===== config.mk =====
export PLATFORM = sky130hd
export DESIGN_NAME = fifo8x9_ctrl_flat
export DESIGN_NICKNAME = d
export VERILOG_FILES = /design/src/rtl/fifo8x9_ctrl_if.sv /design/src/rtl/fifo8x9_ctrl.sv /design/src/flat_wrapper.sv
export SDC_FILE = /design/constraint.sdc
export NUM_CORES = 1
export LEC_CHECK = 0
export BUFFER_PORTS_ARGS = -buffer_cell sky130_fd_sc_hd__clkbuf_2
export CORE_AREA = 2 2 42 44
export CTS_CLUSTER_SIZE = 20
export DETAILED_ROUTE_END_ITERATION = 8
export DIE_AREA = 0 0 44 46
export PLACE_DENSITY_LB_ADDON = 0.2
export SLEW_MARGIN = 10
export SYNTH_ARGS = -nofsm -noshare
export SYNTH_HDL_FRONTEND = slang
export SYNTH_SLANG_ARGS = --single-unit

===== constraint.sdc =====
create_clock -name clk -period 2.7 [get_ports clk]
set_input_delay 0.27 -clock clk [delete_from_list [all_inputs] [get_ports clk]]
set_output_delay 0.27 -clock clk [all_outputs]
set_load 0.01 [all_outputs]

===== src/rtl/fifo8x9_ctrl_if.sv =====
// Bundle between the FIFO requester logic and the 8x9 FIFO control sequencer.
//   master: producer/consumer side; drives wr_req, rd_req and flush, observes the rest.
//   slave : controller side; observes the requests, drives the FIFO strobes
//           (wren/WrInc, rden/RdInc, WrPtrClr/RdPtrClr), rd_valid, count and status flags.
interface fifo8x9_ctrl_if #(
    parameter int unsigned CNT_W = 4
);
    logic             wr_req;
    logic             rd_req;
    logic             flush;
    logic             wren;
    logic             WrInc;
    logic             rden;
    logic             RdInc;
    logic             WrPtrClr;
    logic             RdPtrClr;
    logic             rd_valid;
    logic [CNT_W-1:0] count;
    logic             full;
    logic             empty;
    logic             almost_full;
    logic             almost_empty;
    logic             overflow;
    logic             underflow;

    modport master (
        output wr_req, rd_req, flush,
        input  wren, WrInc, rden, RdInc, WrPtrClr, RdPtrClr, rd_valid,
        input  count, full, empty, almost_full, almost_empty, overflow, underflow
    );

    modport slave (
        input  wr_req, rd_req, flush,
        output wren, WrInc, rden, RdInc, WrPtrClr, RdPtrClr, rd_valid,
        output count, full, empty, almost_full, almost_empty, overflow, underflow
    );
endinterface


===== src/rtl/fifo8x9_ctrl.sv =====
// Control sequencer for an 8x9 FIFO datapath.
// Turns write/read requests into FIFO enable, pointer-increment and pointer-clear
// strobes, tracks occupancy, decodes full/empty/almost flags from the registered
// count, keeps sticky overflow/underflow, and runs the pointer-clear sequence after
// reset and on flush.
// Ports:
//   clk  - single clock, rising edge
//   rst  - asynchronous, active-high reset
//   bus  - fifo8x9_ctrl_if.slave: requests in; strobes, rd_valid, count and flags out
module fifo8x9_ctrl #(
    parameter int unsigned DEPTH    = 8,
    parameter int unsigned CNT_W    = 4,
    parameter int unsigned AF_LEVEL = 6,
    parameter int unsigned AE_LEVEL = 2
) (
    input logic            clk,
    input logic            rst,
    fifo8x9_ctrl_if.slave  bus
);
    localparam logic [CNT_W-1:0] DepthCnt = CNT_W'(DEPTH);
    localparam logic [CNT_W-1:0] AfCnt    = CNT_W'(AF_LEVEL);
    localparam logic [CNT_W-1:0] AeCnt    = CNT_W'(AE_LEVEL);
    localparam logic [CNT_W-1:0] OneCnt   = CNT_W'(1);

    typedef enum logic [1:0] {StClr, StActive, StFlush} state_e;

    state_e           state_q, state_d;
    logic [CNT_W-1:0] count_q, count_d;
    logic             overflow_q, overflow_d;
    logic             underflow_q, underflow_d;
    logic             rd_valid_q, rd_valid_d;

    logic full, empty;
    logic wren, rden, clr;

    assign full  = (count_q == DepthCnt);
    assign empty = (count_q == '0);

    always_comb begin
        state_d     = state_q;
        count_d     = count_q;
        overflow_d  = overflow_q;
        underflow_d = underflow_q;
        wren        = 1'b0;
        rden        = 1'b0;
        clr         = 1'b0;

        unique case (state_q)
            StClr: begin
                clr     = 1'b1;
                state_d = StActive;
            end
            StActive: begin
                if (bus.flush) begin
                    state_d = StFlush;
                end else begin
                    // A write into a full FIFO is fine when a read frees a slot this cycle.
                    wren = bus.wr_req & (~full | bus.rd_req);
                    rden = bus.rd_req & ~empty;
                    if (wren && !rden) begin
                        count_d = count_q + OneCnt;
                    end else if (rden && !wren) begin
                        count_d = count_q - OneCnt;
                    end
                    if (bus.wr_req && !wren) overflow_d  = 1'b1;
                    if (bus.rd_req && !rden) underflow_d = 1'b1;
                end
            end
            StFlush: begin
                clr         = 1'b1;
                count_d     = '0;
                overflow_d  = 1'b0;
                underflow_d = 1'b0;
                state_d     = bus.flush ? StFlush : StActive;
            end
            default: state_d = StClr;
        endcase

        rd_valid_d = rden;
    end

    always_ff @(posedge clk or posedge rst) begin
        if (rst) begin
            state_q     <= StClr;
            count_q     <= '0;
            overflow_q  <= 1'b0;
            underflow_q <= 1'b0;
            rd_valid_q  <= 1'b0;
        end else begin
            state_q     <= state_d;
            count_q     <= count_d;
            overflow_q  <= overflow_d;
            underflow_q <= underflow_d;
            rd_valid_q  <= rd_valid_d;
        end
    end

    assign bus.wren         = wren;
    assign bus.WrInc        = wren;
    assign bus.rden         = rden;
    assign bus.RdInc        = rden;
    // The reset state is CLR, but the clear strobes must stay low while rst is held.
    assign bus.WrPtrClr     = clr & ~rst;
    assign bus.RdPtrClr     = clr & ~rst;
    assign bus.rd_valid     = rd_valid_q;
    assign bus.count        = count_q;
    assign bus.full         = full;
    assign bus.empty        = empty;
    assign bus.almost_full  = (count_q >= AfCnt);
    assign bus.almost_empty = (count_q <= AeCnt);
    assign bus.overflow     = overflow_q;
    assign bus.underflow    = underflow_q;
endmodule


===== src/flat_wrapper.sv =====
// flat-port wrapper written by rule: the top's interface ports become plain ports
module fifo8x9_ctrl_flat 
#(
    parameter int unsigned DEPTH    = 8,
    parameter int unsigned CNT_W    = 4,
    parameter int unsigned AF_LEVEL = 6,
    parameter int unsigned AE_LEVEL = 2
)
  (clk, rst, bus_wr_req, bus_rd_req, bus_flush, bus_wren, bus_WrInc, bus_rden, bus_RdInc, bus_WrPtrClr, bus_RdPtrClr, bus_rd_valid, bus_count, bus_full, bus_empty, bus_almost_full, bus_almost_empty, bus_overflow, bus_underflow);
  fifo8x9_ctrl_if #(.CNT_W(CNT_W)) bus_i ();
  input logic clk;
  input logic rst;
  input wire logic [$bits(bus_i.wr_req)-1:0] bus_wr_req;
  input wire logic [$bits(bus_i.rd_req)-1:0] bus_rd_req;
  input wire logic [$bits(bus_i.flush)-1:0] bus_flush;
  output wire logic [$bits(bus_i.wren)-1:0] bus_wren;
  output wire logic [$bits(bus_i.WrInc)-1:0] bus_WrInc;
  output wire logic [$bits(bus_i.rden)-1:0] bus_rden;
  output wire logic [$bits(bus_i.RdInc)-1:0] bus_RdInc;
  output wire logic [$bits(bus_i.WrPtrClr)-1:0] bus_WrPtrClr;
  output wire logic [$bits(bus_i.RdPtrClr)-1:0] bus_RdPtrClr;
  output wire logic [$bits(bus_i.rd_valid)-1:0] bus_rd_valid;
  output wire logic [$bits(bus_i.count)-1:0] bus_count;
  output wire logic [$bits(bus_i.full)-1:0] bus_full;
  output wire logic [$bits(bus_i.empty)-1:0] bus_empty;
  output wire logic [$bits(bus_i.almost_full)-1:0] bus_almost_full;
  output wire logic [$bits(bus_i.almost_empty)-1:0] bus_almost_empty;
  output wire logic [$bits(bus_i.overflow)-1:0] bus_overflow;
  output wire logic [$bits(bus_i.underflow)-1:0] bus_underflow;
  assign bus_i.wr_req = bus_wr_req;
  assign bus_i.rd_req = bus_rd_req;
  assign bus_i.flush = bus_flush;
  assign bus_wren = bus_i.wren;
  assign bus_WrInc = bus_i.WrInc;
  assign bus_rden = bus_i.rden;
  assign bus_RdInc = bus_i.RdInc;
  assign bus_WrPtrClr = bus_i.WrPtrClr;
  assign bus_RdPtrClr = bus_i.RdPtrClr;
  assign bus_rd_valid = bus_i.rd_valid;
  assign bus_count = bus_i.count;
  assign bus_full = bus_i.full;
  assign bus_empty = bus_i.empty;
  assign bus_almost_full = bus_i.almost_full;
  assign bus_almost_empty = bus_i.almost_empty;
  assign bus_overflow = bus_i.overflow;
  assign bus_underflow = bus_i.underflow;
  fifo8x9_ctrl #(.DEPTH(DEPTH), .CNT_W(CNT_W), .AF_LEVEL(AF_LEVEL), .AE_LEVEL(AE_LEVEL)) u_core (.clk(clk), .rst(rst), .bus(bus_i));
endmodule

==> flow_metrics.env <==
export IMPL_h_tree_depth=1
export IMPL_critPathLaunchType="register"
export IMPL_crit_required_ns=2.84
export IMPL_reg2reg_depth=8
export IMPL_fin_area_um2=840.8
export IMPL_slew_headroom_pct=69.74
export IMPL_grt_max_degree=12
export IMPL_rrSetupSlack_ns=0.26
export IMPL_path_delay_family="compound AO/OA/AOI/OAI gates"
export IMPL_ys_ff_latch=9
export IMPL_dr_pass1_iters=4
export IMPL_port_buffers=21
export IMPL_final_cell_mix="clkbuf_2 (21), dfrtp_1 (9), inv_1 (8)"
export IMPL_yosysTopAreaCellShare_pct=31.20
export IMPL_synth_nets=89
export IMPL_synth_avg_cell_area_um2=9.376
export IMPL_hpwl_um=1126
export IMPL_busiest_layer="met2"
export IMPL_fmax_ghz=0.4101
export IMPL_startpoint="u_core.bus.count[0]"
export IMPL_ys_warn_count=0
export IMPL_rsz0062_at_grt="false"
export IMPL_die_w_um=44
export IMPL_crit_path_end="u_core.bus.count[3]"
export IMPL_cap_viol_max_count=0
export IMPL_layout_min_cycle_time_ns=2.439
export IMPL_r2r_start="u_core.bus.count[0]"
export IMPL_clock_root_buffer="clkbuf_4"
export IMPL_areaGrowthSynthToFinish_pct=16.46
export IMPL_num_vias=618
export IMPL_setup_violations=0
export IMPL_io_pins=22
export IMPL_ys_seq_area_share_pct=31.20
export IMPL_min_period_over_period_pct=90.32
export IMPL_cts_repair_resized=0
export IMPL_crit_reg2reg_capture="u_core.bus.count[3]"
export IMPL_drc=0
export IMPL_grt_use_met3_pct=3.968
export IMPL_path_depth=8
export IMPL_die_h_um=46
export IMPL_ir_drop_v=0.0005227
export IMPL_nets=110
export IMPL_routed_via_density=5.421
export IMPL_clk_pin_slew_ns=0.07
export IMPL_diodes=0
export IMPL_cts_sinks=9
export IMPL_grt_usage_pct=16.31
export IMPL_drt_total_wl_um=1516
export IMPL_worstMarginPinSlew_ns=0.4480
export IMPL_hp_class="primary input to register"
export IMPL_use_met2_pct=25.29
export IMPL_synth_cell_area_um2=721.9
export IMPL_synth_top_cells_by_area="dfrtp_1 (31%), ha_1 (10%), buf_4 (4.2%), inv_1 (4.2%), o31ai_1 (4.2%)"
export IMPL_max_stage_delay_ns=0.60
export IMPL_ys_types=34
export IMPL_dpl_instance_area_um2=804.5
export IMPL_drive_above_1_share_pct=31.96
export IMPL_skew_ns=0.001087
export IMPL_status="complete, no violations"
export IMPL_overflow=0
export IMPL_synth_top_area_cell="dfrtp_1"
export IMPL_grt_pass1_vias=539
export IMPL_post_cts_buffers=0
export IMPL_drtAntennaViolNets=0
export IMPL_antenna_found_initial=0
export IMPL_fp_coreArea_mm2=0.001614
export IMPL_endpoint_kind="register"
export IMPL_critPathMaxFanout=10
export IMPL_postSynthCellCount=77
export IMPL_path_buf_inv=0
export IMPL_use_met1_pct=19.95
export IMPL_cts_tree="yes"
export IMPL_grt_pass1_wl_um=2311
export IMPL_layout_commonest_cell="clkbuf_2"
export IMPL_routabilityCongestion=0.7780
export IMPL_slew_violations=0
export IMPL_max_clock_path_buffers=2
export IMPL_arrival_ns=2.58
export IMPL_powerDensity_mw_per_mm2=1286
export IMPL_cts_made_buffers=3
export IMPL_start_util_pct=44.73
export IMPL_cp_cell_sequence="or4b_4 -> nand3_2 -> ha_1 -> a21o_1 -> a21oi_2 -> xnor2_1 -> a221oi_1 -> o41ai_1"
export IMPL_tns_ns=0
export IMPL_num_rows=15
export IMPL_cp_slowest_cell="or4b_4"
export IMPL_worst_skew_pair_late_latency_ns=0.27
export IMPL_drtIter0Drc=4
export IMPL_die_area_mm2=0.002024
export IMPL_hold_violations=0
export IMPL_wl_per_cell_um=13.30
export IMPL_leakage_nw=0.4444
export IMPL_crit_type="register to register"
==> report_power, final <==
group / switching, W / internal, W / total, W
logic: 0.000379 / 0.000315 / 0.000694
clock network: 0.0000536 / 0.0000572 / 0.000111
registers: 0.0000821 / 0.000195 / 0.000277
==> area by class of cell <==
class / instances / area (µm²)
Clock buffer: 4 / 26.28
Fill cell: 154 / 773.2
Inverter: 9 / 33.78
Multi-Input combinational cell: 52 / 411.6
Sequential cell: 9 / 225.2
Tap cell: 17 / 21.27
Timing Repair Buffer: 23 / 122.6
==> Yosys cell counts <==
| library cell | n |
|---|---|
| a211oi_1 | 1 |
| a21o_1 | 3 |
| a21oi_1 | 2 |
| a21oi_2 | 1 |
| a221oi_1 | 1 |
| a22o_1 | 2 |
| and3_1 | 1 |
| buf_2 | 2 |
| buf_4 | 4 |
| buf_6 | 1 |
| dfrtp_1 | 9 |
| fa_1 | 1 |
| ha_1 | 6 |
| inv_1 | 8 |
| inv_2 | 1 |
| nand2_1 | 4 |
| nand3_1 | 1 |
| nand3_2 | 1 |
| nor2_1 | 4 |
| nor2b_1 | 1 |
| nor3_1 | 3 |
| nor3b_1 | 1 |
| nor4_1 | 1 |
| nor4b_2 | 1 |
| o211a_1 | 1 |
| o21a_1 | 1 |
| o21ai_0 | 4 |
| o21ai_1 | 1 |
| o21bai_4 | 1 |
| o31ai_1 | 4 |
| o41ai_1 | 2 |
| or4b_4 | 1 |
| xnor2_1 | 1 |
| xor2_1 | 1 |
==> sequential cells by signal, summed over array words and instances, names as in the netlist <==
signal and cells:
u_core.bus.count 4, u_core.bus.overflow 1, u_core.bus.rd_valid 1, u_core.bus.underflow 1, u_core.state_q 2
==> worst min path at each step <==
stage / from / end / slack [ns] / cells past startpoint
final: bus_flush / u_core.bus.rd_valid / 0.28 / 2
after global routing: bus_flush / u_core.bus.rd_valid / 0.29 / 2
after CTS: bus_flush / u_core.bus.rd_valid / 0.28 / 2
after detailed placement: rst / u_core.state_q[1] / 0.26 / 2
after global placement: rst / u_core.state_q[1] / 0.26 / 2
after floorplan: rst / u_core.bus.count[0] / 0.1 / 1
==> repair_timing <==
action / 4_1_cts / 5_1_grt
endpoints found under the setup margin: 0 / 0
hold endpoints to repair: 9 / 0
hold buffers: 1 / 0
==> metal layers <==
metal / part of all wire [%] / up-vias
met5: 0 / -
met4: 1.9 / 0
met3: 3.8 / 4
met2: 47 / 12
met1: 47 / 283
li1: - / 319
==> per-stage QoR <==
step	hold slack (ns)	total power (W)	util, %	std cells	setup slack, ns
4_1_cts	0.2754	0.001091	52.09	114	0.2620
2_1_floorplan	0.09792	0.0008199	-	77	0.3128
3_5_place_dp	0.2605	0.0009694	49.85	109	0.2971
3_3_place_gp	0.2585	0.0009590	49.85	109	0.3392
6_report	0.2807	0.001082	52.09	114	0.2613
5_1_grt	0.2892	0.001192	52.09	114	0.1083
==> kinds of logic (layout without fill, tap and decap cells) <==
group,after synthesis,count (layout),share of synthesized area (%)
XOR/XNOR,2,2,2.427
flip-flops,9,9,31.20
buffers and inverters,16,36,11.78
adder cells (fa/ha/maj),7,7,13.17
AND/OR/NAND/NOR,19,19,15.94
AO/OA/AOI/OAI,24,24,25.48
Power figures use the tool's default switching activity.
